**src/rtl/fp32_add_arbiter.sv**
```systemverilog
// Round-robin front end that shares one pipelined FP32 adder among NREQ requesters.
// A tag pipeline that never stalls carries each sum back to the requester that issued it.
module fp32_add_arbiter #(
  parameter int NREQ    = 4,
  parameter int IDW     = 2,
  parameter int ADD_LAT = 1
) (
  input  logic                 clk,
  input  logic                 rst,
  input  logic                 hold,
  input  logic [NREQ-1:0]      req_valid,
  output logic [NREQ-1:0]      req_ready,
  input  logic [NREQ*32-1:0]   req_a,
  input  logic [NREQ*32-1:0]   req_b,
  output logic [NREQ-1:0]      resp_valid,
  output logic [31:0]          resp_data,
  output logic [31:0]          add_a,
  output logic [31:0]          add_b,
  input  logic [31:0]          add_o,
  output logic                 busy,
  output logic [31:0]          issue_count
);

  logic [IDW-1:0]  r_rr_ptr;
  logic [31:0]     r_issue_count;
  logic [ADD_LAT-1:0] r_tag_v;
  logic [IDW-1:0]  r_tag_id [ADD_LAT];

  logic            w_grant_vld;
  logic [IDW-1:0]  w_grant_id;
  logic [IDW-1:0]  w_scan_idx;
  logic            w_last_v;

  // Descending scan so the final assignment wins: that is the first hit at or after r_rr_ptr.
  always_comb begin
    w_grant_vld = 1'b0;
    w_grant_id  = '0;
    w_scan_idx  = '0;
    if (!hold && !rst) begin
      for (int k = NREQ - 1; k >= 0; k--) begin
        w_scan_idx = IDW'((int'(r_rr_ptr) + k) % NREQ);
        if (req_valid[w_scan_idx]) begin
          w_grant_vld = 1'b1;
          w_grant_id  = w_scan_idx;
        end
      end
    end
  end

  assign req_ready = w_grant_vld ? (NREQ'(1) << w_grant_id) : '0;
  assign add_a     = w_grant_vld ? req_a[32*int'(w_grant_id) +: 32] : 32'h0;
  assign add_b     = w_grant_vld ? req_b[32*int'(w_grant_id) +: 32] : 32'h0;

  // NOTE: sequential state uses non-blocking assignments so every register samples pre-edge values.
  always_ff @(posedge clk) begin
    if (rst) begin
      r_rr_ptr      <= '0;
      r_issue_count <= '0;
      r_tag_v       <= '0;
    end else begin
      if (w_grant_vld) begin
        r_rr_ptr      <= (w_grant_id == IDW'(NREQ - 1)) ? '0 : w_grant_id + IDW'(1);
        r_issue_count <= r_issue_count + 32'd1;
      end
      r_tag_v[0] <= w_grant_vld;
      for (int i = 1; i < ADD_LAT; i++) begin
        r_tag_v[i] <= r_tag_v[i-1];
      end
    end
  end

  // NOTE: tag ids are a reset-free shift register; only the valid bits need a defined reset value.
  always_ff @(posedge clk) begin
    r_tag_id[0] <= w_grant_id;
    for (int i = 1; i < ADD_LAT; i++) begin
      r_tag_id[i] <= r_tag_id[i-1];
    end
  end

  // A result still in flight when reset arrives is dropped, even in the reset cycle itself.
  assign w_last_v    = r_tag_v[ADD_LAT-1] & ~rst;
  assign resp_valid  = w_last_v ? (NREQ'(1) << r_tag_id[ADD_LAT-1]) : '0;
  assign resp_data   = w_last_v ? add_o : 32'h0;
  assign busy        = |r_tag_v;
  assign issue_count = r_issue_count;

endmodule
```
**config.mk**
```make
export PLATFORM = sky130hd
export DESIGN_NAME = fp32_add_arbiter
export DESIGN_NICKNAME = d
export VERILOG_FILES = /design/src/rtl/fp32_add_arbiter.sv
export SDC_FILE = /design/constraint.sdc
export NUM_CORES = 1
export LEC_CHECK = 0
export ABC_AREA = 1
export BUFFER_PORTS_ARGS = -buffer_cell sky130_fd_sc_hd__buf_2
export CORE_AREA = 2 2 169 171
export CTS_BUF_LIST = sky130_fd_sc_hd__clkbuf_2
export DETAILED_ROUTE_END_ITERATION = 6
export DIE_AREA = 0 0 171 173
export SKIP_LAST_GASP = 1
export SYNTH_ARGS = -nofsm -noshare
export SYNTH_HDL_FRONTEND = slang
export SYNTH_SLANG_ARGS = --single-unit
```
**constraint.sdc**
```tcl
create_clock -name clk -period 5.9 [get_ports clk]
set_input_delay 0.885 -clock clk [delete_from_list [all_inputs] [get_ports clk]]
set_output_delay 0.885 -clock clk [all_outputs]
set_load 0.02 [all_outputs]
```
==> run_results.csv <==
group,metric,value,unit
logic_synthesis,yosysWarnings,0,
sta,final_max_slew_viol_count,0,
floorplan,die_y,173,µm
critical_path,cp.required,5020,ps
drt,wirelength_met1,11800,µm
sta,slew_headroom,24.3,%
critical_path,reg2reg_to,"r_rr_ptr[1]$_SDFFE_PP0P_",
clock_network,cts_buffers,5,
min_path,holdPathEnd,"issue_count[31]$_SDFFE_PP0P_",
logic_synthesis,synth-seq-cells,37,
placed_design,place.gp.congestion,0.938,
global_routing,grt_pass1_wl,43600,µm
global_routing,grt_overflow,0,
floorplan,core_area,27600,µm²
global_routing,first_global_vias,8056,
logic_synthesis,ys_seq_area_share,12.7,%
critical_path,crit_path_start_kind,"flop",
power,cellPowerDensity,151,nW/µm²
floorplan,start_util,21.1,%
global_routing,grt_max_degree,85,
min_path,min_from,"issue_count[31]$_SDFFE_PP0P_",
critical_path,reg2regPathDepth,13,
min_path,whs_path_depth,2,
critical_path,cpMaxStageDelayCell,"nand3_4",
power,cellLeakagePower,0.00488,µW
finish,finalInstanceArea,8170,µm²
sta,setup_viol,0,
critical_path,worstSetupPathType,"reg2out",
drt,dr.pass1.iters,5,
finish,nFillCells,3219,
clock_network,cts_tree,"built",
clock_network,cts.sinks,37,
placed_design,numPortBuffers,431,
critical_path,reg2reg_from,"r_rr_ptr[0]$_SDFFE_PP0P_",
drt,drc,0,
clock_network,post_cts_buffers,0,
sta,fmax,206,MHz
sta,hold_viol,0,
floorplan,die_w,171,µm
drt,wl,29700,µm
logic_synthesis,syn_area,5820,µm²
clock_network,clkTransAtPathRegs,250,ps
floorplan,dieArea,29600,µm²
sta,post-route-period-util,82.2,%
logic_synthesis,synthDistinctLibCells,33,
clock_network,post_cts_resized,0,
drt,wl_met2,14700,µm
clock_network,cts_max_level,2,
global_routing,grt_antenna_before_repair,11,
placed_design,dp_cells,1883,
logic_synthesis,syn_area_per_cell,5.05,µm²
drt,wl_per_cell,15.6,µm
flow_run,maxCapViolCount,0,
clock_network,insertion_delay,430,ps
critical_path,cp_slowest_stage_delay,690,ps
clock_network,clock_tree.buffer_depth,2,
finish,nNetsFinal,1809,
status,status,"completed",
finish,drive_gt1_share,30.8,%
sta,rsz0062_at_grt,"no",
critical_path,regToRegSetupSlack,2460,ps
placed_design,pre_cts_slack,1180,ps
sta,timing.final.crit_period,4850,ps
power,ir_drop,0.131,mV
logic_synthesis,syn_inst,1153,
sta,tightest_slew,1130,ps
floorplan,row_count,61,
critical_path,cp_common_cell,"nand2_1",
sta,fin_worst_skew,48.9,ps
global_routing,grt_usage,18.4,%
drt,dr_wl_met3,2380,µm
clock_network,cts-hold-fix-buffers,0,
clock_network,root_buffer,"clkbuf_2",
placed_design,placed_cell_area,8100,µm²
floorplan,ios,432,
drt,routed.top_layer,"met4",
critical_path,critPathTopFamily,"simple AND/OR/NAND/NOR gates",
critical_path,end_kind,"primary output",
finish,area_delta_synth_final,40.4,%
drt,route.antenna.remaining_nets,0,
sta,timing.final.ws_setup,1050,ps
logic_synthesis,syn_nets,1450,
placed_design,post-dp-hpwl,22700,µm
critical_path,path_cells,"inv_4 -> nand2_1 -> nand2_1 -> nand2_1 -> nand2_2 -> nand2_2 -> nand2_1 -> nand2_4 -> nand3_4 -> buf_4 -> nand2_1 -> nand3_1 -> a21oi_1 -> buf_2",
critical_path,cp.buffers_inverters,3,
critical_path,worstPathArrival,3970,ps
min_path,hold_path.class,"reg2reg",
drt,first_iter_violations,722,
drt,viasPerCell,4.72,
drt,vias,8960,
finish,finalNonFillerCells,1900,
sta,final.setup.tns,0,ps
critical_path,crit_path_max_fanout,62,
[synthesized netlist by cell type]
cell type	n	area share, %
a211oi_1	1	0.13
a21oi_1	95	8.2
and2_1	1	0.11
and3_1	2	0.21
buf_1	8	0.52
buf_2	48	4.1
buf_4	3	0.39
buf_6	9	1.7
clkbuf_1	21	1.4
dfxtp_1	37	13
ha_1	2	0.43
inv_1	194	13
inv_2	6	0.39
inv_4	1	0.11
nand2_1	378	24
nand2_2	3	0.32
nand3_1	80	6.9
nand3_2	2	0.34
nand3b_1	1	0.13
nand4_1	132	14
nor2_1	72	4.6
nor2_2	1	0.11
nor3_1	17	1.5
nor3_2	1	0.17
nor3b_1	2	0.26
nor4_1	5	0.54
o21a_1	1	0.13
o21ai_0	11	0.95
o21ai_1	4	0.34
o21bai_1	1	0.13
o31a_1	2	0.30
xnor2_1	6	0.90
xor2_1	6	0.90
[metal layers]
metal	up-vias	global-route usage (%)
li1	4417	-
met1	4072	22.3
met2	418	32.9
met3	53	2.88
met4	0	5.61
met5	-	0
[report_power, final]
group	internal (µW)	switching [µW]	total [µW]
Clock	29.9	99.8	130
Combinational	253	588	841
Sequential	256	8.75	265
[worst reg2reg max path: stages, from the launching register on]
cell     delay, ps
dfxtp_1        610
inv_4          110
nand2_1         90
nand2_1         70
nand2_1        100
nand2_2         90
nand2_2        110
nand2_1         90
nand2_4        480
nand3_4        690
buf_12         430
ha_1           310
o21ai_1        130
a21oi_1         50
[placed cells by master, fill, tap and decap left out, types with 3 or more instances in the layout]
cell | Yosys | layout
nand2_2 | 3 | 3
xor2_1 | 6 | 6
inv_2 | 6 | 6
xnor2_1 | 6 | 6
dfxtp_1 | 37 | 37
nand2_1 | 378 | 376
inv_1 | 194 | 194
o21ai_0 | 11 | 11
nor3_1 | 17 | 17
nand3_1 | 80 | 80
o21ai_1 | 4 | 4
a21oi_1 | 95 | 95
buf_2 | 48 | 431
clkbuf_2 | 0 | 5
nand4_1 | 132 | 132
nor2_1 | 72 | 71
nor4_1 | 5 | 5
diode_2 | 0 | 9
buf_4 | 3 | 9
[through the flow]
step	util (%)	total power (µW)	hold slack [ps]
6_report	29.6	1240	511
4_1_cts	29.5	1240	517
2_1_floorplan	-	849	541
3_5_place_dp	29.3	1110	490
3_3_place_gp	29.3	1100	483
5_1_grt	29.5	1340	546
[registers in the layout, indices dropped and copies added (netlist names)]
| signal | count |
|---|---|
| issue_count | 32 |
| r_tag_id | 2 |
| r_rr_ptr | 2 |
| busy | 1 |
[cell type report]
cell class	count	area [µm²]	share of cell area (%)
multi-input combinational	826	3890	47.6
timing repair buffer	441	2240	27.5
inverter	201	757	9.26
sequential	37	741	9.07
tap	378	473	5.79
clock buffer	5	25.0	0.306
antenna	9	22.5	0.276
clock inverter	3	21.3	0.260
[cells by family (layout without fill, tap and decap cells)]
group	Yosys count	in the layout	share of synthesized area, %
compound gates	115	115	10.1
fa+ha+maj	2	2	0.430
simple gates	697	697	53.8
other cells	0	9	0
buf+inv	290	650	21.1
xor+xnor	12	12	1.81
flops	37	37	12.7
[how the worst max path moves through the flow]
stage / depth (start not counted) / startpoint / slack (ps) / to
5_1_grt: 14 / r_rr_ptr[0]$_SDFFE_PP0P_ / 670 / add_b[4]
2_1_floorplan: 14 / req_valid[1] / 2720 / add_b[19]
6_report: 14 / r_rr_ptr[0]$_SDFFE_PP0P_ / 1050 / add_b[15]
4_1_cts: 14 / r_rr_ptr[0]$_SDFFE_PP0P_ / 980 / add_b[4]
3_5_place_dp: 14 / req_valid[0] / 1180 / add_b[4]
3_3_place_gp: 14 / req_valid[0] / 1240 / add_b[4]
No activity file was read; power rests on OpenSTA's default activity.
